==> src/rtl/lca_seq_adder.sv <==
// ============================================================================
// Module   : lca_seq_adder
// Purpose  : Multi-cycle WIDTH-bit adder; one 4-bit carry-lookahead nibble per
//            clock, LSB first. Optional subtract mode via `LCA_SEQ_SUB_EN.
// Revision : 1.0 - initial release
// ============================================================================
`default_nettype none

module lca_seq_adder #(
  parameter int WIDTH = 16
) (
  input  logic             clk,
  input  logic             rst,
  input  logic             in_valid,
  output logic             in_ready,
  input  logic [WIDTH-1:0] a_in,
  input  logic [WIDTH-1:0] b_in,
  input  logic             c_in,
`ifdef LCA_SEQ_SUB_EN
  input  logic             op_sub,
`endif
  output logic             out_valid,
  input  logic             out_ready,
  output logic [WIDTH-1:0] sum,
  output logic             co,
  output logic             ovf,
  output logic             busy
);

  localparam int NIB   = WIDTH / 4;
  localparam int IDX_W = (NIB > 1) ? $clog2(NIB) : 1;
  localparam logic [IDX_W-1:0] C_LAST_IDX = IDX_W'(NIB - 1);

  generate
    if ((WIDTH % 4) != 0 || WIDTH < 4) begin : g_width_check
      $error("lca_seq_adder: WIDTH must be a multiple of 4 and >= 4");
    end
  endgenerate

  typedef enum logic [1:0] {
    S_IDLE = 2'd0,
    S_RUN  = 2'd1,
    S_DONE = 2'd2
  } state_t;

  state_t r_state;
  state_t w_state_next;

  logic [IDX_W-1:0] r_idx;
  logic             r_carry;
  logic [WIDTH-1:0] r_a;
  logic [WIDTH-1:0] r_b;
  logic [WIDTH-1:0] r_sum;
  logic             r_co;
  logic             r_ovf;

  logic             w_accept;
  logic             w_last;
  logic [WIDTH-1:0] w_a_sh;
  logic [WIDTH-1:0] w_b_sh;
  logic [3:0]       w_g;
  logic [3:0]       w_p;
  logic [4:0]       w_c;
  logic [3:0]       w_s;
  logic [WIDTH-1:0] w_sum_next;
  logic [WIDTH-1:0] w_b_load;
  logic             w_c_load;

  // State register
  always_ff @(posedge clk) begin
    if (rst) begin
      r_state <= S_IDLE;
    end else begin
      r_state <= w_state_next;
    end
  end

  always_comb begin
    w_state_next = r_state;
    in_ready     = 1'b0;
    out_valid    = 1'b0;
    busy         = 1'b0;
    case (r_state)
      S_IDLE: begin
        in_ready = 1'b1;
        if (in_valid) w_state_next = S_RUN;
      end
      S_RUN: begin
        busy = 1'b1;
        if (w_last) w_state_next = S_DONE;
      end
      S_DONE: begin
        out_valid = 1'b1;
        if (out_ready) w_state_next = S_IDLE;
      end
      default: w_state_next = S_IDLE;
    endcase
  end

  assign w_accept = (r_state == S_IDLE) && in_valid;
  assign w_last   = (r_idx == C_LAST_IDX);

`ifdef LCA_SEQ_SUB_EN
  // Subtract as A + ~B + 1; the forced carry replaces c_in.
  assign w_b_load = op_sub ? ~b_in : b_in;
  assign w_c_load = op_sub ? 1'b1 : c_in;
`else
  assign w_b_load = b_in;
  assign w_c_load = c_in;
`endif

  // Current nibble operands
  assign w_a_sh = r_a >> {r_idx, 2'b00};
  assign w_b_sh = r_b >> {r_idx, 2'b00};
  assign w_g    = w_a_sh[3:0] & w_b_sh[3:0];
  assign w_p    = w_a_sh[3:0] ^ w_b_sh[3:0];

  // Fully expanded lookahead carries for one slice
  assign w_c[0] = r_carry;
  assign w_c[1] = w_g[0] | (w_p[0] & w_c[0]);
  assign w_c[2] = w_g[1] | (w_p[1] & w_g[0]) | (w_p[1] & w_p[0] & w_c[0]);
  assign w_c[3] = w_g[2] | (w_p[2] & w_g[1]) | (w_p[2] & w_p[1] & w_g[0])
                | (w_p[2] & w_p[1] & w_p[0] & w_c[0]);
  assign w_c[4] = w_g[3] | (w_p[3] & w_g[2]) | (w_p[3] & w_p[2] & w_g[1])
                | (w_p[3] & w_p[2] & w_p[1] & w_g[0])
                | (w_p[3] & w_p[2] & w_p[1] & w_p[0] & w_c[0]);
  assign w_s    = w_p ^ w_c[3:0];

  generate
    for (genvar i = 0; i < NIB; i++) begin : g_nib
      assign w_sum_next[4*i +: 4] = (r_idx == IDX_W'(i)) ? w_s : r_sum[4*i +: 4];
    end
  endgenerate

  always_ff @(posedge clk) begin
    if (rst) begin
      r_idx   <= '0;
      r_carry <= 1'b0;
      r_a     <= '0;
      r_b     <= '0;
      r_sum   <= '0;
      r_co    <= 1'b0;
      r_ovf   <= 1'b0;
    end else if (w_accept) begin
      r_a     <= a_in;
      r_b     <= w_b_load;
      r_carry <= w_c_load;
      r_idx   <= '0;
    end else if (r_state == S_RUN) begin
      r_sum   <= w_sum_next;
      r_carry <= w_c[4];
      if (w_last) begin
        r_co  <= w_c[4];
        r_ovf <= w_c[3] ^ w_c[4];
      end else begin
        r_idx <= r_idx + 1'b1;
      end
    end
  end

  assign sum = r_sum;
  assign co  = r_co;
  assign ovf = r_ovf;

endmodule

`default_nettype wire

==> config.mk <==
export PLATFORM = sky130hd
export DESIGN_NAME = lca_seq_adder
export DESIGN_NICKNAME = d
export VERILOG_FILES = /design/src/rtl/lca_seq_adder.sv
export SDC_FILE = /design/constraint.sdc
export NUM_CORES = 1
export LEC_CHECK = 0
export ABC_AREA = 1
export BUFFER_PORTS_ARGS = -buffer_cell sky130_fd_sc_hd__buf_4
export CAP_MARGIN = 20
export CORE_ASPECT_RATIO = 1.5
export CORE_MARGIN = 1.5
export CORE_UTILIZATION = 46
export DETAILED_ROUTE_END_ITERATION = 7
export MAX_ROUTING_LAYER = met4
export PLACE_DENSITY_LB_ADDON = 0.08
export SLEW_MARGIN = 40
export SYNTH_ARGS = -nofsm -noshare
export SYNTH_HDL_FRONTEND = slang
export SYNTH_SLANG_ARGS = --single-unit
export TNS_END_PERCENT = 5
==> constraint.sdc <==
create_clock -name clk -period 2.8 [get_ports clk]
set_input_delay 0.28 -clock clk [delete_from_list [all_inputs] [get_ports clk]]
set_output_delay 0.28 -clock clk [all_outputs]
set_load 0.01 [all_outputs]
# [After elaboration in Yosys (flattened, before gate mapping)]
# Index checks and enable logic that the tools add are counted.
# W data, S select, Z words.
[totals] n_memories=0 mem_bits_rw=0 mem_bits_ro=0 register_bits=55 out_inout_bits=21 latch_bits=0 elab_cells=74
[op_classes] n_reduce_logical=11 n_shift=2 muxes=9 bitwise_logic=32 order_cmp=0 multipliers=0 div_mod_pow=0 eq_ne=8 add_sub_neg=1
[op_table] cell="$shr A16 B4 Y4" n=2
[op_table] cell="$and A1 B1 Y1" n=16
[op_table] cell="$reduce_and A3 Y1" n=5
[op_table] cell="$or A1 B1 Y1" n=10
[op_table] cell="$xor A4 B4 Y4" n=2
[op_table] cell="$eq A2 B2 Y1 const B" n=3
[op_table] cell="$mux W2" n=3
[op_table] cell="$ne A2 B2 Y1 const B" n=3
[op_table] cell="$pmux W2 S3" n=1
[op_table] cell="$mux W1" n=5
[op_table] cell="$and A4 B4 Y4" n=1
[op_table] cell="$eq A2 B1 Y1 const B" n=2
[op_table] cell="$logic_not A2 Y1" n=2
[op_table] cell="$add A2 B1 Y2 const B" n=1
[op_table] cell="$not A1 Y1" n=2
[op_table] cell="$reduce_and A2 Y1" n=1
[op_table] cell="$reduce_bool A2 Y1" n=1
[op_table] cell="$reduce_or A2 Y1" n=1
[op_table] cell="$logic_and A1 B1 Y1" n=1
[op_table] cell="$xor A1 B1 Y1" n=1

# [Depth between registers and ports, before layout]
# Gate-level depths: netlist of run 1.
[logic_depth] depth_word=9 mapped_depth=15

# [Worst setup path before layout of run 1]
# No wires, ideal clock.
[synth_path] path_type="register to register" from="register r_idx[0]" to="register r_sum[11] (netlist: sum[11])" stages_incl_launch_ff=16 arrival_time_ns=2.007 n_path_buf=3 slack_ns=0.685 setup_ns=0.109 path_cell_list="dfxtp_1 -> buf_4 -> clkinv_1 -> buf_2 -> o21ai_0 -> o22ai_1 -> ha_1 -> clkbuf_2 -> nand2_1 -> nand2_1 -> nor2_1 -> nand2_1 -> nand2_1 -> nand3_1 -> nand2_1 -> inv_1"
[synth_between] elab_chain_len=7 elab_cells_between_ends=15 classes_between="1 x eq/ne; 2 x shift; 11 x bitwise; 1 x reduce/logical"
[synth_lines] item="start: declaration" line="49" text="logic [IDX_W-1:0] r_idx;"
[synth_lines] item="start signal: assignment" line="156" text="r_idx <= r_idx + 1'b1;"
[synth_lines] item="$shr A16 B4 Y4 (on tied branches)" line="113, 114"
[synth_lines] item="$xor A4 B4 Y4 or $and A4 B4 Y4 (tied branches)" line="116, 115"
[synth_lines] item="$and A1 B1 Y1 (on tied branches)" line="122, 123"
[synth_lines] item="$or A1 B1 Y1 (tied with other cells)" line="122" text="assign w_c[3] = w_g[2] | (w_p[2] & w_g[1]) | (w_p[2] & w_p[1] & w_g[0])"
[synth_lines] item="$or A1 B1 Y1 or $and A1 B1 Y1 (tied branches)" line="122, 123"
[synth_lines] item="$or A1 B1 Y1" line="123" text="| (w_p[2] & w_p[1] & w_p[0] & w_c[0]);"
[synth_lines] item="$xor A4 B4 Y4" line="127" text="assign w_s = w_p ^ w_c[3:0];"
[synth_lines] item="end signal: assignment" line="150" text="r_sum <= w_sum_next;"
[synth_lines] item="end: declaration" line="53" text="logic [WIDTH-1:0] r_sum;"
# Parallel ways exist; a longest one is shown, timed or not.
# A chain may end at the register's enable or synchronous reset.

# [Worst setup path in the final report of run 1]
# Same ends and word-level chain as after synthesis.

==> impl_metrics.csv, run 1 <==
group,metric,value,unit
logic_synthesis,synth_edf_count,0,
sta,worst_pin_slew,0.5617,ns
global_routing,grt_max_degree,38,
power_and_ir_drop,pwr-share-seq,51.3,%
sta,rsz0062_at_grt,"no",
sta,setup_violations,0,
clock_tree,numCtsBuffers,5,
power_and_ir_drop,swShare,28.77,%
power_and_ir_drop,power_leakage,0.001437,uW
clock_tree,clock_sinks,55,
sta,final-hold-violation-count,0,
drt,vias,2286,
sta,fin_crit,2.325,ns
clock_tree,clk_latency,0.31,ns
sta,relSlewSlack,62.51,%
critical_path,start_kind,"register",
clock_tree,htree_num_levels,2,
drt,ant_nets,0,
logic_synthesis,ys.flop_type,"dfxtp_1",
logic_synthesis,ys_types,28,
drt,routed_via_density,4.959,
flow_run,drv_cap,0,
drt,dr.first_iter.drc_count,80,
power_and_ir_drop,power_switching,488.3,uW
run_status,status,"completed",
floorplan,ios,58,
cells_and_area,nNetsFinal,438,
floorplan,core,5205,um^2
logic_synthesis,synthesis.instances,342,
global_routing,grt_pass1_vias,2096,
floorplan,start_util,47.96,%
placement,place.gp.congestion,0.8561,
critical_path,path_class,"register to register",
sta,clock_skew,0.004605,ns
floorplan,die_area,5886,um^2
logic_synthesis,syn_area,2496,um^2
logic_synthesis,post-synth-top-area-cell,"dfxtp_1",
clock_tree,clk_path_buf_depth,2,
critical_path,cp_max_fo,19,
logic_synthesis,async_flop_share,0,%
clock_tree,hold_buffers,0,
logic_synthesis,yosysMostFrequentCell,"nor2_1",
cells_and_area,syn2layout_area_growth,21.80,%
drt,drc,0,
floorplan,num_rows,32,
global_routing,grt_overflow,0,
placement,io_buffer_count,57,
cells_and_area,drive_gt1_share,19.08,%
sta,fin_ws,0.4749,ns
power_and_ir_drop,internal_power,1209,uW
global_routing,grt_pass1_wl,9121,um
cells_and_area,diodes,0,
clock_tree,root_buffer,"clkbuf_8",
floorplan,die_y,93.22,um
logic_synthesis,synth.area.top_cells,"dfxtp_1 (44%), nor2_1 (13%), o21ai_0 (10%)",
clock_tree,path_clk_slew,0.09,ns
sta,fmax,430.1,MHz
sta,fin_tns_setup,0,ns
logic_synthesis,syn_area_per_cell,7.299,um^2
logic_synthesis,synth_fp_nets,388,
sta,maxSlewViolCount,0,
logic_synthesis,yosysWarningCount,0,
global_routing,antenna_found_initial,0,
critical_path,end_kind,"register",
logic_synthesis,ys_seq_elements,55,
critical_path,cp.arrival,2.54,ns
clock_tree,cts_setup_buffers,0,
floorplan,dieWidth,63.15,um
power_and_ir_drop,vdd_drop_max,0.3534,mV
placement,hpwl,4126,um
cells_and_area,fillers,562,
power_and_ir_drop,p_per_area,558.2,nW/um^2
logic_synthesis,synthTopCellsByCount,"nor2_1 (84), dfxtp_1 (55), o21ai_0 (50)",
clock_tree,cts_tree,"done",
hold_path,hold_class,"input port to register",
power_and_ir_drop,p_comb_share,21.0,%
drt,wirelength,5500,um
drt,drtPass1Iterations,4,
power_and_ir_drop,pwr-share-clk,27.7,%
clock_tree,cts_resized,0,
logic_synthesis,yosysTopAreaCellShare,44.11,%
global_routing,track_usage,20.06,%
placement,dp_slack,0.5197,ns
logic_synthesis,ys_seq_area_share,44.11,%
drt,wl_per_cell,11.93,um
sta,fin_crit_sh,83.04,%
critical_path,required,3.02,ns
power groups by stage:
stage               sequential, uW  clock, uW  combinational [uW]
finish                         870        470                 357
global route                   876        510                 406
CTS                            870        480                 360
detailed placement             888          0                 358
global placement               888          0                 354
floorplan                      882          0                 250
final timing paths:
kind / start / endpoint / slack, ns / depth (start not counted)
worst max register to register: r_idx[0] / sum[11] / 0.47 / 12
worst min register to register: sum[9] / sum[9] / 0.47 / 2
worst max-delay path: r_idx[0] / sum[11] / 0.47 / 12
worst min-delay path: rst / sum[13] / 0.18 / 2
worst max-delay path, cell delays in order (launching register included):
cell and delay, ns:
dfxtp_1 0.34, clkinv_1 0.37, o21ai_0 0.30, o22ai_1 0.13
ha_1 0.41, nand2_1 0.13, nand2_1 0.05, nor2_1 0.09
nand2_1 0.08, nand2_1 0.13, nand3_1 0.10, nand2_1 0.06
inv_1 0.03
kinds of logic (layout without fill, tap and decap cells):
family	Yosys count	in the layout	share of synthesized area, %
AOI/OAI and AO/OA	85	85	18.75
xor gates and xnor gates	1	1	0.3509
adders and majority gates	9	9	4.812
buffers and inverters	47	98	8.171
DFF	55	55	44.11
and+or+nand+nor	145	145	23.81
placed cells by master, fill, tap and decap left out:
cell and count:
nor2_1 84, buf_4 59, dfxtp_1 55, o21ai_0 50, nand2_1 40, inv_1 25, a21oi_1 15, nand3_1 15
ha_1 8, clkbuf_8 7, o22ai_1 6, o21a_1 6, o211ai_1 4, clkinv_2 3, a32oi_1 2, nand2_4 2
inv_2 2, nor2_4 1, clkinv_1 1, nor2_2 1, nand3b_1 1, xnor2_1 1, a211oi_1 1, nand4_1 1
o21ai_1 1, fa_1 1, clkbuf_1 1
final cells by class:
type / instances / area (um^2) / share of cell area (%)
sequential: 55 / 1101 / 36.21
tap: 68 / 85.08 / 2.798
clock buffer: 8 / 100.1 / 3.292
timing repair buffer: 59 / 442.9 / 14.57
inverter: 31 / 120.1 / 3.951
multi-input combinational: 240 / 1191 / 39.18
per-layer routing:
| layer | wire length, um | share of wire (%) | track usage [%] | vias up |
|---|---|---|---|---|
| met1 | 2273 | 41 | 20.55 | 1021 |
| li1 | - | - | - | 1204 |
| met4 | 137 | 2.5 | 8.148 | 0 |
| met2 | 2886 | 52 | 37.06 | 51 |
| met5 | 0 | 0 | - | - |
| met3 | 203 | 3.7 | 3.971 | 10 |
per-stage QoR:
stage               hold WS, ns  area (um^2)  cells  util [%]  total power [uW]
global route             0.1803         3040    461     58.41              1792
CTS                      0.1836         3040    461     58.41              1710
finish                   0.1842         3040    461     58.41              1697
global placement         0.4541         2940    453     56.49              1242
detailed placement       0.4601         2940    453     56.49              1247
floorplan                0.3491         2496    342         -              1132
flip-flops by register name, indices dropped and copies added, names as in the netlist:
| register | flops |
|---|---|
| sum | 16 |
| r_carry | 1 |
| r_b | 16 |
| ovf | 1 |
| co | 1 |
| r_a | 16 |
| r_idx | 2 |
| r_state | 2 |
(Power assumes the default switching activity.)
==> run 2: changes to the inputs <==
--- a/config.mk
+++ b/config.mk
@@ -5,7 +5,7 @@
 export SDC_FILE = /design/constraint.sdc
 export NUM_CORES = 1
 export LEC_CHECK = 0
-export ABC_AREA = 1
+export ABC_AREA = 0
 export BUFFER_PORTS_ARGS = -buffer_cell sky130_fd_sc_hd__buf_4
 export CAP_MARGIN = 20
 export CORE_ASPECT_RATIO = 1.5
==> constraint.sdc (replaced) <==
create_clock -name clk -period 2.35 [get_ports clk]
set_input_delay 0.235 -clock clk [delete_from_list [all_inputs] [get_ports clk]]
set_output_delay 0.235 -clock clk [all_outputs]
set_load 0.01 [all_outputs]
==> run 2 against run 1 <==
Effect of this change:
- sequential power is 15% higher
- non-clock buffer count is 6 higher
- clock skew is 0.0091 ns higher
- critical endpoint is now sum[10]
- largest cell class unchanged
- via count is 10% lower
==> impl_metrics.csv, run 2 <==
group,metric,value,unit
drt,routed_via_density,5.081,
logic_synthesis,post-synth-top-area-cell,"dfxtp_1",
logic_synthesis,ys_types,29,
sta,fin_crit,2.234,ns
sta,worst_pin_slew,0.5646,ns
drt,wirelength,5084,um
placement,place_area,2907,um^2
placement,hpwl,3725,um
logic_synthesis,ys_seq_area_share,45.64,%
logic_synthesis,yosysTopAreaCellShare,45.64,%
cells_and_area,nNetsFinal,382,
critical_path,cp.arrival,2.48,ns
cells_and_area,multi_input_area,1235,um^2
global_routing,grt_overflow,0,
critical_path,cp_max_fo,4,
drt,wl_per_cell,12.55,um
power_and_ir_drop,p_per_area,598.2,nW/um^2
logic_synthesis,synthMuxAreaShare,7.884,%
sta,fin_tns_setup,0,ns
floorplan,die_area,5696,um^2
global_routing,track_usage,19.13,%
logic_synthesis,ys_seq_elements,55,
logic_synthesis,synthesis.instances,281,
drt,wl_met3,169,um
power_and_ir_drop,p_total,1802,uW
drt,routed.top_layer,"met4",
critical_path,crit_slowest_cell,"mux4_2",
global_routing,antenna_found_initial,0,
logic_synthesis,synth_top_family_by_area,"simple AND/OR/NAND/NOR gates",
run_status,status,"completed",
logic_synthesis,synthAdderAreaFrac,4.979,%
logic_synthesis,synth_compound_area_share,13.43,%
sta,setup_violations,0,
flow_run,drv_cap,0,
logic_synthesis,synth.area.top_cells,"dfxtp_1 (46%), nand2_1 (12%), a21oi_1 (8.9%)",
logic_synthesis,synth_fp_nets,327,
clock_tree,root_buffer,"clkbuf_8",
sta,relSlewSlack,62.36,%
drt,ant_nets,0,
critical_path,cp_num_buf_inv,1,
sta,clock_skew,0.01372,ns
cells_and_area,syn2layout_area_growth,24.90,%
logic_synthesis,synth_xor_xnor_area_share,0.7261,%
sta,maxSlewViolCount,0,
drt,drtPass1Iterations,4,
global_routing,grt_pass1_wl,8556,um
placement,io_buffer_count,57,
critical_path,end_kind,"register",
global_routing,grt_pass1_vias,1927,
power_and_ir_drop,vdd_drop_max,0.3942,mV
logic_synthesis,yosysMostFrequentCell,"nand2_1",
logic_synthesis,yosys.area_share.simple,23.29,%
placement,place.gp.congestion,0.8645,
sta,fin_crit_sh,95.08,%
clock_tree,cts_tree,"done",
logic_synthesis,synth_edf_count,0,
floorplan,die_y,91.69,um
logic_synthesis,async_flop_share,0,%
floorplan,ios,58,
critical_path,path_class,"register to register",
global_routing,grt_max_degree,58,
floorplan,core,5085,um^2
critical_path,r2r_slack,0.12,ns
cells_and_area,layout_common_cells,"nand2_1 (80), buf_4 (65), dfxtp_1 (55)",
critical_path,slowest_delay,0.50,ns
critical_path,cp_cell_sequence,"buf_4 -> mux4_2 -> ha_1 -> o21a_1 -> and2_4 -> or3_1 -> a21oi_1",
logic_synthesis,synthTopCellsByCount,"nand2_1 (80), dfxtp_1 (55), a21oi_1 (43)",
cells_and_area,postLayoutCellArea,3013,um^2
floorplan,dieWidth,62.13,um
sta,fmax,447.6,MHz
floorplan,start_util,47.44,%
clock_tree,htree_num_levels,2,
drt,dr.first_iter.drc_count,90,
logic_synthesis,syn_area_per_cell,8.585,um^2
clock_tree,clk_latency,0.31,ns
clock_tree,clk_path_buf_depth,2,
cells_and_area,regArea,1101,um^2
cells_and_area,final_common_cell,"nand2_1",
logic_synthesis,ys.flop_type,"dfxtp_1",
floorplan,num_rows,32,
power_and_ir_drop,power_leakage,0.001241,uW
clock_tree,path_clk_slew,0.10,ns
logic_synthesis,syn_area,2412,um^2
cells_and_area,utilization,59.25,%
hold_path,hold_class,"input port to register",
sta,rsz0062_at_grt,"no",
clock_tree,cts_setup_buffers,0,
critical_path,required,2.60,ns
sta,holdWs,0.1629,ns
drt,route.met2.wl,2581,um
cells_and_area,drive_gt1_share,26.11,%
sta,final-hold-violation-count,0,
clock_tree,numCtsBuffers,5,
cells_and_area,fillers,505,
drt,vias,2058,
cells_and_area,diodes,0,
drt,drc,0,
clock_tree,clock_sinks,55,
drt,wl_met1,2200,um
logic_synthesis,yosysWarningCount,0,
critical_path,crit_family,"simple AND/OR/NAND/NOR gates",
critical_path,start_kind,"register",
==> run 2: cell type report <==
type                       count  share of cell area [%]
clock inverter                 2                  0.4153
tap                           68                   2.824
multi-input combinational    204                   40.99
clock buffer                   6                   2.409
inverter                       5                  0.6229
timing repair buffer          65                   16.20
sequential                    55                   36.54
==> run 2: path summary, 6_finish.rpt <==
kind,start,endpoint,cells after the start
min,b_in[4],r_b[4],3
min reg2reg,r_a[11],r_a[11],2
max,r_idx[0],sum[10],7
max reg2reg,r_idx[0],sum[10],7
==> run 2: worst min-delay path, delay by kind of cell <==
kind	cells	cell delay (ns)
buffers and inverters	1	0.11
AOI/OAI and AO/OA	1	0.05
and+or+nand+nor	1	0.04
==> run 2: layer usage <==
metal | vias to the layer above | GRT usage, %
li1 | 1061 | -
met1 | 939 | 22.11
met2 | 46 | 33.33
met3 | 12 | 3.190
met4 | 0 | 7.222
met5 | - | -
==> run 2: stage by stage <==
| stage | cells | worst slack [ns] |
|---|---|---|
| finish | 405 | 0.1157 |
| global route | 405 | 0.03673 |
| CTS | 405 | 0.01765 |
| detailed placement | 397 | 0.03183 |
| global placement | 397 | 0.05370 |
| floorplan | 281 | 0.02304 |
==> run 2: kinds of logic after synthesis <==
| family | count (synthesis) |
|---|---|
| AO/OA/AOI/OAI | 57 |
| XOR/XNOR | 2 |
| adder cells (fa/ha/maj) | 9 |
| buffers and inverters | 22 |
| flip-flops | 55 |
| multiplexers | 9 |
| AND/OR/NAND/NOR | 127 |
==> run 2: what timing repair did <==
action / 4_1_cts / 5_1_grt
hold buffers: 0 / 0
endpoints found under the setup margin: 0 / 7
gates resized for setup: 0 / 3
==> run 2: power breakdown <==
group | internal (uW) | leakage [uW] | switching (uW)
logic | 143 | 0.000750 | 151
registers | 977 | 0.000449 | 26.6
clock network | 209 | 0.0000412 | 296
